===== config.mk =====
export PLATFORM = sky130hd
export DESIGN_NAME = dpram_fifo_ctrl_flat
export DESIGN_NICKNAME = d
export VERILOG_FILES = /design/src/rtl/dpram_fifo_ctrl_if.sv /design/src/rtl/dpram_fifo_ctrl.sv /design/src/flat_wrapper.sv
export SDC_FILE = /design/constraint.sdc
export NUM_CORES = 1
export LEC_CHECK = 0
export CORE_UTILIZATION = 45
export CTS_CLUSTER_SIZE = 10
export DETAILED_ROUTE_END_ITERATION = 8
export DONT_BUFFER_PORTS = 1
export GPL_TIMING_DRIVEN = 1
export PLACE_DENSITY_LB_ADDON = 0.25
export SLEW_MARGIN = 20
export SYNTH_ARGS = -nofsm -noshare
export SYNTH_HDL_FRONTEND = slang
export SYNTH_SLANG_ARGS = --single-unit

===== constraint.sdc =====
create_clock -name clk -period 3 [get_ports clk]
set_input_delay 0.75 -clock clk [delete_from_list [all_inputs] [get_ports clk]]
set_output_delay 0.75 -clock clk [all_outputs]
set_load 0.02 [all_outputs]

===== src/rtl/dpram_fifo_ctrl_if.sv =====
// Stream and memory-port bundle for the dual-port-RAM FIFO controller.
// master is the controller's view; slave is the producer/consumer/RAM side.
interface dpram_fifo_ctrl_if #(
    parameter int DATA_W = 4,
    parameter int ADDR_W = 3
);
    logic              in_valid;
    logic [DATA_W-1:0] in_data;
    logic              in_ready;
    logic              out_valid;
    logic [DATA_W-1:0] out_data;
    logic              out_ready;
    logic              mem_wr_a;
    logic [ADDR_W-1:0] mem_addr_a;
    logic [DATA_W-1:0] mem_a;
    logic              mem_wr_b;
    logic [ADDR_W-1:0] mem_addr_b;
    logic [DATA_W-1:0] mem_b;
    logic [DATA_W-1:0] mem_d;

    modport master (
        input  in_valid, in_data, out_ready, mem_d,
        output in_ready, out_valid, out_data,
        output mem_wr_a, mem_addr_a, mem_a,
        output mem_wr_b, mem_addr_b, mem_b
    );

    modport slave (
        output in_valid, in_data, out_ready, mem_d,
        input  in_ready, out_valid, out_data,
        input  mem_wr_a, mem_addr_a, mem_a,
        input  mem_wr_b, mem_addr_b, mem_b
    );
endinterface


===== src/rtl/dpram_fifo_ctrl.sv =====
// FIFO controller around an external 8x4 dual-port RAM (port A writes, port B registered reads).
// Define FIFO_ERR_FLAGS_EN to enable the sticky ovf_err/unf_err flags; otherwise they read 0.
module dpram_fifo_ctrl #(
    parameter int DATA_W = 4,
    parameter int ADDR_W = 3
) (
    input  logic              clk,
    input  logic              rst,
    dpram_fifo_ctrl_if.master bus,
    output logic [ADDR_W:0]   count,
    output logic              full,
    output logic              empty,
    output logic              ovf_err,
    output logic              unf_err
);

    localparam logic [ADDR_W:0] FULL_CNT = {1'b1, {ADDR_W{1'b0}}};

    typedef enum logic [1:0] {
        IDLE = 2'd0,
        SHOW = 2'd1,
        WAIT = 2'd2
    } state_t;

    state_t            state;
    state_t            state_nxt;
    logic [ADDR_W-1:0] wr_ptr;
    logic [ADDR_W-1:0] rd_ptr;
    logic              show;
    logic              push;
    logic              pop;

    assign full  = (count == FULL_CNT);
    assign empty = (count == '0);

    // Full gating alone protects the unread entry under rd_ptr from being overwritten.
    assign bus.in_ready   = ~full;
    assign push           = bus.in_valid & bus.in_ready;
    assign pop            = show & bus.out_ready;

    assign bus.mem_wr_a   = push;
    assign bus.mem_addr_a = wr_ptr;
    assign bus.mem_a      = bus.in_data;
    assign bus.mem_wr_b   = 1'b0;
    assign bus.mem_addr_b = rd_ptr;
    assign bus.mem_b      = '0;

    assign bus.out_valid  = show;
    assign bus.out_data   = show ? bus.mem_d : '0;

    always_ff @(posedge clk) begin
        if (rst) begin
            wr_ptr <= '0;
            rd_ptr <= '0;
            count  <= '0;
        end else begin
            if (push) wr_ptr <= wr_ptr + 1'b1;
            if (pop)  rd_ptr <= rd_ptr + 1'b1;
            unique case ({push, pop})
                2'b10:   count <= count + 1'b1;
                2'b01:   count <= count - 1'b1;
                default: count <= count;
            endcase
        end
    end

    always_ff @(posedge clk) begin
        if (rst) state <= IDLE;
        else     state <= state_nxt;
    end

    // WAIT gives the RAM one edge to register the entry at the advanced rd_ptr.
    always_comb begin
        state_nxt = state;
        show      = 1'b0;
        unique case (state)
            IDLE: begin
                if (count != '0) state_nxt = SHOW;
            end
            SHOW: begin
                show = 1'b1;
                if (bus.out_ready) state_nxt = WAIT;
            end
            WAIT: begin
                state_nxt = (count != '0) ? SHOW : IDLE;
            end
            default: state_nxt = IDLE;
        endcase
    end

`ifdef FIFO_ERR_FLAGS_EN
    always_ff @(posedge clk) begin
        if (rst) begin
            ovf_err <= 1'b0;
            unf_err <= 1'b0;
        end else begin
            if (bus.in_valid & full)                        ovf_err <= 1'b1;
            if (bus.out_ready & ~show & (state == IDLE))    unf_err <= 1'b1;
        end
    end
`else
    assign ovf_err = 1'b0;
    assign unf_err = 1'b0;
`endif

    property p_count_bounded;
        @(posedge clk) disable iff (rst) count <= FULL_CNT;
    endproperty
    a_count_bounded: assert property (p_count_bounded);

    property p_no_write_when_full;
        @(posedge clk) disable iff (rst) full |-> !bus.mem_wr_a;
    endproperty
    a_no_write_when_full: assert property (p_no_write_when_full);

endmodule


===== src/flat_wrapper.sv =====
// flat-port wrapper written by rule: the top's interface ports become plain ports
module dpram_fifo_ctrl_flat 
#(
    parameter int DATA_W = 4,
    parameter int ADDR_W = 3
)
  (clk, rst, count, full, empty, ovf_err, unf_err, bus_in_valid, bus_in_data, bus_out_ready, bus_mem_d, bus_in_ready, bus_out_valid, bus_out_data, bus_mem_wr_a, bus_mem_addr_a, bus_mem_a, bus_mem_wr_b, bus_mem_addr_b, bus_mem_b);
  dpram_fifo_ctrl_if #(.DATA_W(DATA_W), .ADDR_W(ADDR_W)) bus_i ();
  input  logic clk;
  input  logic rst;
  output logic [ADDR_W:0] count;
  output logic full;
  output logic empty;
  output logic ovf_err;
  output logic unf_err;
  input wire logic [$bits(bus_i.in_valid)-1:0] bus_in_valid;
  input wire logic [$bits(bus_i.in_data)-1:0] bus_in_data;
  input wire logic [$bits(bus_i.out_ready)-1:0] bus_out_ready;
  input wire logic [$bits(bus_i.mem_d)-1:0] bus_mem_d;
  output wire logic [$bits(bus_i.in_ready)-1:0] bus_in_ready;
  output wire logic [$bits(bus_i.out_valid)-1:0] bus_out_valid;
  output wire logic [$bits(bus_i.out_data)-1:0] bus_out_data;
  output wire logic [$bits(bus_i.mem_wr_a)-1:0] bus_mem_wr_a;
  output wire logic [$bits(bus_i.mem_addr_a)-1:0] bus_mem_addr_a;
  output wire logic [$bits(bus_i.mem_a)-1:0] bus_mem_a;
  output wire logic [$bits(bus_i.mem_wr_b)-1:0] bus_mem_wr_b;
  output wire logic [$bits(bus_i.mem_addr_b)-1:0] bus_mem_addr_b;
  output wire logic [$bits(bus_i.mem_b)-1:0] bus_mem_b;
  assign bus_i.in_valid = bus_in_valid;
  assign bus_i.in_data = bus_in_data;
  assign bus_i.out_ready = bus_out_ready;
  assign bus_i.mem_d = bus_mem_d;
  assign bus_in_ready = bus_i.in_ready;
  assign bus_out_valid = bus_i.out_valid;
  assign bus_out_data = bus_i.out_data;
  assign bus_mem_wr_a = bus_i.mem_wr_a;
  assign bus_mem_addr_a = bus_i.mem_addr_a;
  assign bus_mem_a = bus_i.mem_a;
  assign bus_mem_wr_b = bus_i.mem_wr_b;
  assign bus_mem_addr_b = bus_i.mem_addr_b;
  assign bus_mem_b = bus_i.mem_b;
  dpram_fifo_ctrl #(.DATA_W(DATA_W), .ADDR_W(ADDR_W)) u_core (.clk(clk), .rst(rst), .bus(bus_i), .count(count), .full(full), .empty(empty), .ovf_err(ovf_err), .unf_err(unf_err));
endmodule

==> out/metrics.csv, run 1 <==
stage;metric;value;unit
clock_network;Num Clock Sinks;12;
clock_network;total CTS buffers;3;
synth;Synth area leader;dfxtp_1;
synth;Synth area leaders;dfxtp_1, buf_4, ha_1;
placement;pre-CTS setup slack;0.311;ns
synth;Synth Register Bits;12;
global_routing;gr usage total;15.3;%
drt;Pre-antenna DRT Iters;4;
clock_network;maximum clock insertion buffer count;2;
synth;synth unique cells;26;
drt;Vias;518;
final_layout;layout cells sized above 1;17.4;%
final_layout;Area growth syn-to-layout;2.04;%
run;Max-Cap Viols;0;
drt;drt total wl;1210;um
die;die area;1800;um2
global_routing;first-pass GRT wire length;2000;um
drt;Via density;5.08;
pwr;Pwr per Cell Area;807;nW/um2
pwr;LEAKAGE;0.000348;uW
synth;synthesized area;736;um2
global_routing;GRT Residual Overflow;0;
final_layout;commonest cells after routing, fill and taps aside;nor2_1, dfxtp_1, a21oi_1, conb_1, inv_1;
drt;DRT antenna net count;0;
die;Chip Height;42.4;um
sta;Max Slew Vio Count;0;
die;Row Count;14;
synth;Synth Warn #;0;
clock_network;cts repair resizes;0;
clock_network;CTS tree;yes;
global_routing;largest net degree at the start of global routing;13;
final_layout;Inserted Diodes;0;
pwr;total power;606;uW
placement;count of input and output buffers;0;
synth;top-area cell type share of the netlist area;32.7;%
sta;worst setup margin;0.277;ns
sta;Setup violations, final;0;
die;Boundary Pins;42;
sta;final period utilization;90.8;%
setup_path;crit path kind;flop to flop;
clock_network;Post-CTS Setup Inserts;0;
placement;RePlAce Congestion;0.692;
sta;Final Hold Viols;0;
global_routing;initial antenna violation count;0;
sta;Worst Skew;0.00289;ns
die;die width;42.4;um
synth;sequential share of the synthesized area;32.7;%
pwr;Peak supply drop;0.000467;V
global_routing;vias in the first global route;492;
sta;RSZ-0062 raised after global routing;no;
clock_network;Hold-fix buffers, CTS;0;
setup_path;CP Capture Type;flop;
setup_path;worst-path fanout max;5;
die;Initial Utilization;48.3;%
sta;post-layout min period;2.72;ns
sta;Setup TNS;0;ns
setup_path;Required @ worst endpoint;3.21;ns
drt;DR WL/cell;11.9;um
synth;synthesized instance count;85;
clock_network;H-tree depth;1;
clock_network;CTS clk-pin slew, worst paths;0.08;ns
worst_hold_path;Min-Delay Path Class;primary input to flop;
drt;drt initial violations;8;
drt;residual DRC count;0;
synth;Post-Synthesis Mean Instance Area;8.66;um2
final_layout;Nets;105;
setup_path;crit path DAT;2.94;ns
outcome;status;completed;
sta;f_max;0.367;GHz
clock_network;clk root buf;clkbuf_4;
final_layout;fillers;169;
setup_path;CP Launch Type;flop;
placement;Detail Placement HPWL;937;um
die;Core Box Area;1520;um2
clock_network;insertion delay to the later sink of the worst-skew pair;0.28;ns
## metal layers
layer / vias up / wire length, um / GRT usage [%]
met5: - / 0 / 0
met4: 0 / 18 / 6.25
met3: 4 / 115 / 10.8
met2: 24 / 590 / 24.0
met1: 235 / 484 / 15.7
li1: 255 / - / -
## final timing paths
path	startpoint	end	slack (ns)	depth (start not counted)
worst max-delay path	u_core.count[3]$_SDFFE_PP0P_	u_core.count[3]$_SDFFE_PP0P_	0.28	8
worst max register to register	u_core.count[3]$_SDFFE_PP0P_	u_core.count[3]$_SDFFE_PP0P_	0.28	8
worst min register to register	u_core.bus.mem_addr_a[1]$_SDFFE_PP0P_	u_core.bus.mem_addr_a[1]$_SDFFE_PP0P_	0.57	2
worst min-delay path	rst	u_core.bus.mem_addr_a[1]$_SDFFE_PP0P_	0.52	1
## final cells by class
| cell class | instances | area, um2 | area share (%) |
|---|---|---|---|
| Sequential cell | 12 | 240 | 32.0 |
| Inverter | 7 | 26.3 | 3.50 |
| Timing Repair Buffer | 5 | 37.5 | 5.00 |
| Multi-Input combinational cell | 58 | 390 | 52.0 |
| Tap cell | 16 | 20.0 | 2.67 |
| Clock buffer | 4 | 36.3 | 4.83 |
## worst max-delay path: stages, from the launching register on
cell,delay (ns)
dfxtp_1,0.52
or4b_1,0.59
nand2_8,0.14
ha_1,0.20
ha_1,0.28
a21oi_1,0.20
a21oi_1,0.11
or4_1,0.47
a21oi_1,0.15
## synthesized netlist by cell type, drive strengths merged
cell type / number
o31ai: 1
dfxtp: 12
or4b: 1
nor2: 12
nand2: 4
nand3: 5
ha: 5
conb: 1
or4: 1
nor2b: 1
inv: 7
clkbuf: 2
and3: 1
nor4: 1
fa: 1
a21oi: 8
buf: 12
xor2: 6
and2: 4
## power breakdown
part           internal, uW  total [uW]  switching [uW]
clock                  73.9         130            56.3
combinational          92.5         253             160
sequential              188         223            35.6
total                   354         606             252
## kinds of logic (layout without fill, tap and decap cells)
family | Yosys count | in the layout | share of synthesized area [%]
buf+inv | 21 | 16 | 17.3
compound gates | 9 | 9 | 6.97
flops | 12 | 12 | 32.7
fa+ha+maj | 6 | 6 | 11.2
other cells | 1 | 7 | 0.510
simple gates | 30 | 30 | 23.1
xor+xnor | 6 | 6 | 8.16
## registers in the layout, summed over array words and instances (netlist names)
register and cells:
u_core.state 2, u_core.bus.mem_addr_a 3, u_core.bus.mem_addr_b 3, u_core.count 4
## through the flow
| stage | cell area [um2] | hold slack (ns) | utilization, % | std cells |
|---|---|---|---|---|
| global route | 751 | 0.499 | 49.3 | 102 |
| floorplan | 758 | 0.509 | - | 91 |
| detailed placement | 714 | 0.564 | 46.9 | 98 |
| global placement | 714 | 0.530 | 46.9 | 98 |
| finish | 751 | 0.523 | 49.3 | 102 |
| CTS | 751 | 0.512 | 49.3 | 102 |
Note: power is estimated with default switching activity, not from simulation.
==> run 2, diff against run 1 <==
--- a/config.mk
+++ b/config.mk
@@ -5,7 +5,7 @@
 export SDC_FILE = /design/constraint.sdc
 export NUM_CORES = 1
 export LEC_CHECK = 0
-export CORE_UTILIZATION = 45
+export CORE_UTILIZATION = 30
 export CTS_CLUSTER_SIZE = 10
 export DETAILED_ROUTE_END_ITERATION = 8
 export DONT_BUFFER_PORTS = 1
==> run 2 against run 1 <==
  * Die area rose by 47%
  * Total power rose by 0.72%
  * Worst setup slack better by 0.070 ns
  * Largest power group unchanged
==> out/metrics.csv, run 2 (same netlist as run 1, synthesis figures left out) <==
stage;metric;value;unit;change
outcome;status;completed;;
die;Boundary Pins;42;;unchanged
pwr;Peak supply drop;0.000212;V;-55%
run;Max-Cap Viols;0;;unchanged
global_routing;GRT Residual Overflow;0;;unchanged
clock_network;cts repair resizes;0;;unchanged
clock_network;clk root buf;clkbuf_4;;
sta;worst setup margin;0.347;ns;+0.0699 ns
sta;RSZ-0062 raised after global routing;no;;
final_layout;Area growth syn-to-layout;5.10;%;
setup_path;CP Launch Type;flop;;
drt;drt total wl;1270;um;+5.2%
pwr;Pwr per Cell Area;789;nW/um2;-2.2%
worst_hold_path;Min-Delay Path Class;primary input to flop;;
clock_network;Hold-fix buffers, CTS;0;;unchanged
sta;final period utilization;88.4;%;-2.3 points
clock_network;Num Clock Sinks;12;;unchanged
die;die width;51.5;um;+21%
sta;Worst Skew;0.00314;ns;+0.000250 ns
final_layout;Inserted Diodes;0;;unchanged
pwr;switching share of power;41.6;%;+0.062 points
final_layout;Nets;106;;+0.95%
clock_network;maximum clock insertion buffer count;2;;unchanged
clock_network;insertion delay to the later sink of the worst-skew pair;0.27;ns;about the same
final_layout;post-route design area;773;um2;+3.0%
clock_network;Post-CTS Setup Inserts;0;;unchanged
sta;Setup TNS;0;ns;unchanged
drt;residual DRC count;0;;unchanged
drt;Via density;4.56;;-10%
drt;DRT antenna net count;0;;unchanged
global_routing;Top Usage Layer GRT;met2;;
clock_network;H-tree depth;1;;unchanged
drt;Vias;524;;+1.2%
sta;f_max;0.377;GHz;+2.6%
clock_network;total CTS buffers;3;;unchanged
pwr;NetSw;254;uW;+0.87%
global_routing;GR Layer Usage met1;11.8;%;-3.9 points
final_layout;Reg with most FFs;u_core.count;;
setup_path;worst-path fanout max;5;;unchanged
die;Row Count;17;;+3
sta;Final Hold Viols;0;;unchanged
clock_network;CTS tree;yes;;
setup_path;crit path DAT;2.86;ns;-0.08 ns
pwr;Clock power frac;21.0;%;-0.5 points
die;Chip Height;51.5;um;+21%
drt;DR WL/cell;11.1;um;-6.7%
global_routing;GR Util met3;3.22;%;-7.6 points
die;die area;2650;um2;+47%
die;Core Box Area;2250;um2;+48%
global_routing;initial antenna violation count;0;;unchanged
global_routing;vias in the first global route;468;;-4.9%
pwr;Seq pwr share;35.9;%;-0.9 points
drt;Pre-antenna DRT Iters;4;;unchanged
final_layout;max reg flops;4;;unchanged
final_layout;layout cells sized above 1;18.4;%;+0.95 points
sta;Max Slew Vio Count;0;;unchanged
global_routing;largest net degree at the start of global routing;13;;unchanged
global_routing;met2 Resource Use GR;16.5;%;-7.5 points
pwr;combinational power share;43.1;%;+1.4 points
placement;RePlAce Congestion;0.682;;-1.4%
placement;dpl cell area;737;um2;+3.2%
drt;drt initial violations;2;;-6
placement;pre-CTS setup slack;0.390;ns;+0.0788 ns
final_layout;commonest cells after routing, fill and taps aside;nor2_1, dfxtp_1, a21oi_1, conb_1;;
placement;Detail Placement HPWL;990;um;+5.6%
sta;Setup violations, final;0;;unchanged
sta;post-layout min period;2.65;ns;-0.0699 ns
setup_path;Required @ worst endpoint;3.21;ns;about the same
global_routing;gr usage total;9.84;%;-5.5 points
die;Initial Utilization;32.6;%;-16 points
global_routing;first-pass GRT wire length;1930;um;-3.8%
setup_path;CP Capture Type;flop;;
clock_network;CTS clk-pin slew, worst paths;0.08;ns;about the same
pwr;Internal Pwr Total;356;uW;+0.61%
placement;count of input and output buffers;0;;unchanged
setup_path;crit path kind;flop to flop;;
pwr;LEAKAGE;0.000354;uW;+1.6%
[run 2: cell count changes in the layout (fill, tap and decap cells not counted)]
cell and change:
buf_4 +1
[run 2: routing by layer]
metal,up-vias,wire [um]
met3,0,103
li1,260,-
met2,18,621
met1,246,548
met4,0,0
met5,-,0
[run 2: power by group through the flow]
stage	Clock (uW)	Sequential, uW	Combinational (uW)
3_5_place_dp	0	224	266
3_3_place_gp	0	224	262
5_1_grt	142	224	294
6_report	128	219	263
2_1_floorplan	0	241	194
4_1_cts	134	220	266
[run 2: worst max-delay path, cell delays in order, from the launching register on]
cell	delay, ns
dfxtp_1	0.42
or4b_1	0.63
nand2_8	0.14
ha_1	0.21
ha_1	0.29
a21oi_1	0.21
a21oi_1	0.11
or4_1	0.46
a21oi_1	0.14
[run 2: final cells by class]
class | count | area, um2
Fill cell | 254 | 1480
Multi-Input combinational cell | 58 | 390
Sequential cell | 12 | 240
Timing Repair Buffer | 6 | 45.0
Clock buffer | 4 | 36.3
Tap cell | 28 | 35.0
Inverter | 7 | 26.3
[run 2: through the flow]
stage,utilization (%),hold WS [ns],std cells,power [uW]
2_1_floorplan,-,0.509,91,435
3_3_place_gp,32.7,0.533,111,486
3_5_place_dp,32.7,0.545,111,489
4_1_cts,34.3,0.526,115,620
5_1_grt,34.3,0.517,115,660
6_report,34.3,0.535,115,610
[run 2: worst paths after layout]
path                                              startpoint                               endpoint  slack, ns  depth (start not counted)
worst max register to register  u_core.count[2]$_SDFFE_PP0P_           u_core.count[3]$_SDFFE_PP0P_       0.35                          8
worst max-delay path            u_core.count[2]$_SDFFE_PP0P_           u_core.count[3]$_SDFFE_PP0P_       0.35                          8
worst min register to register  u_core.state[0]$_SDFFE_PP0P_           u_core.state[0]$_SDFFE_PP0P_       0.55                          3
worst min-delay path                                     rst  u_core.bus.mem_addr_a[1]$_SDFFE_PP0P_       0.54                          1
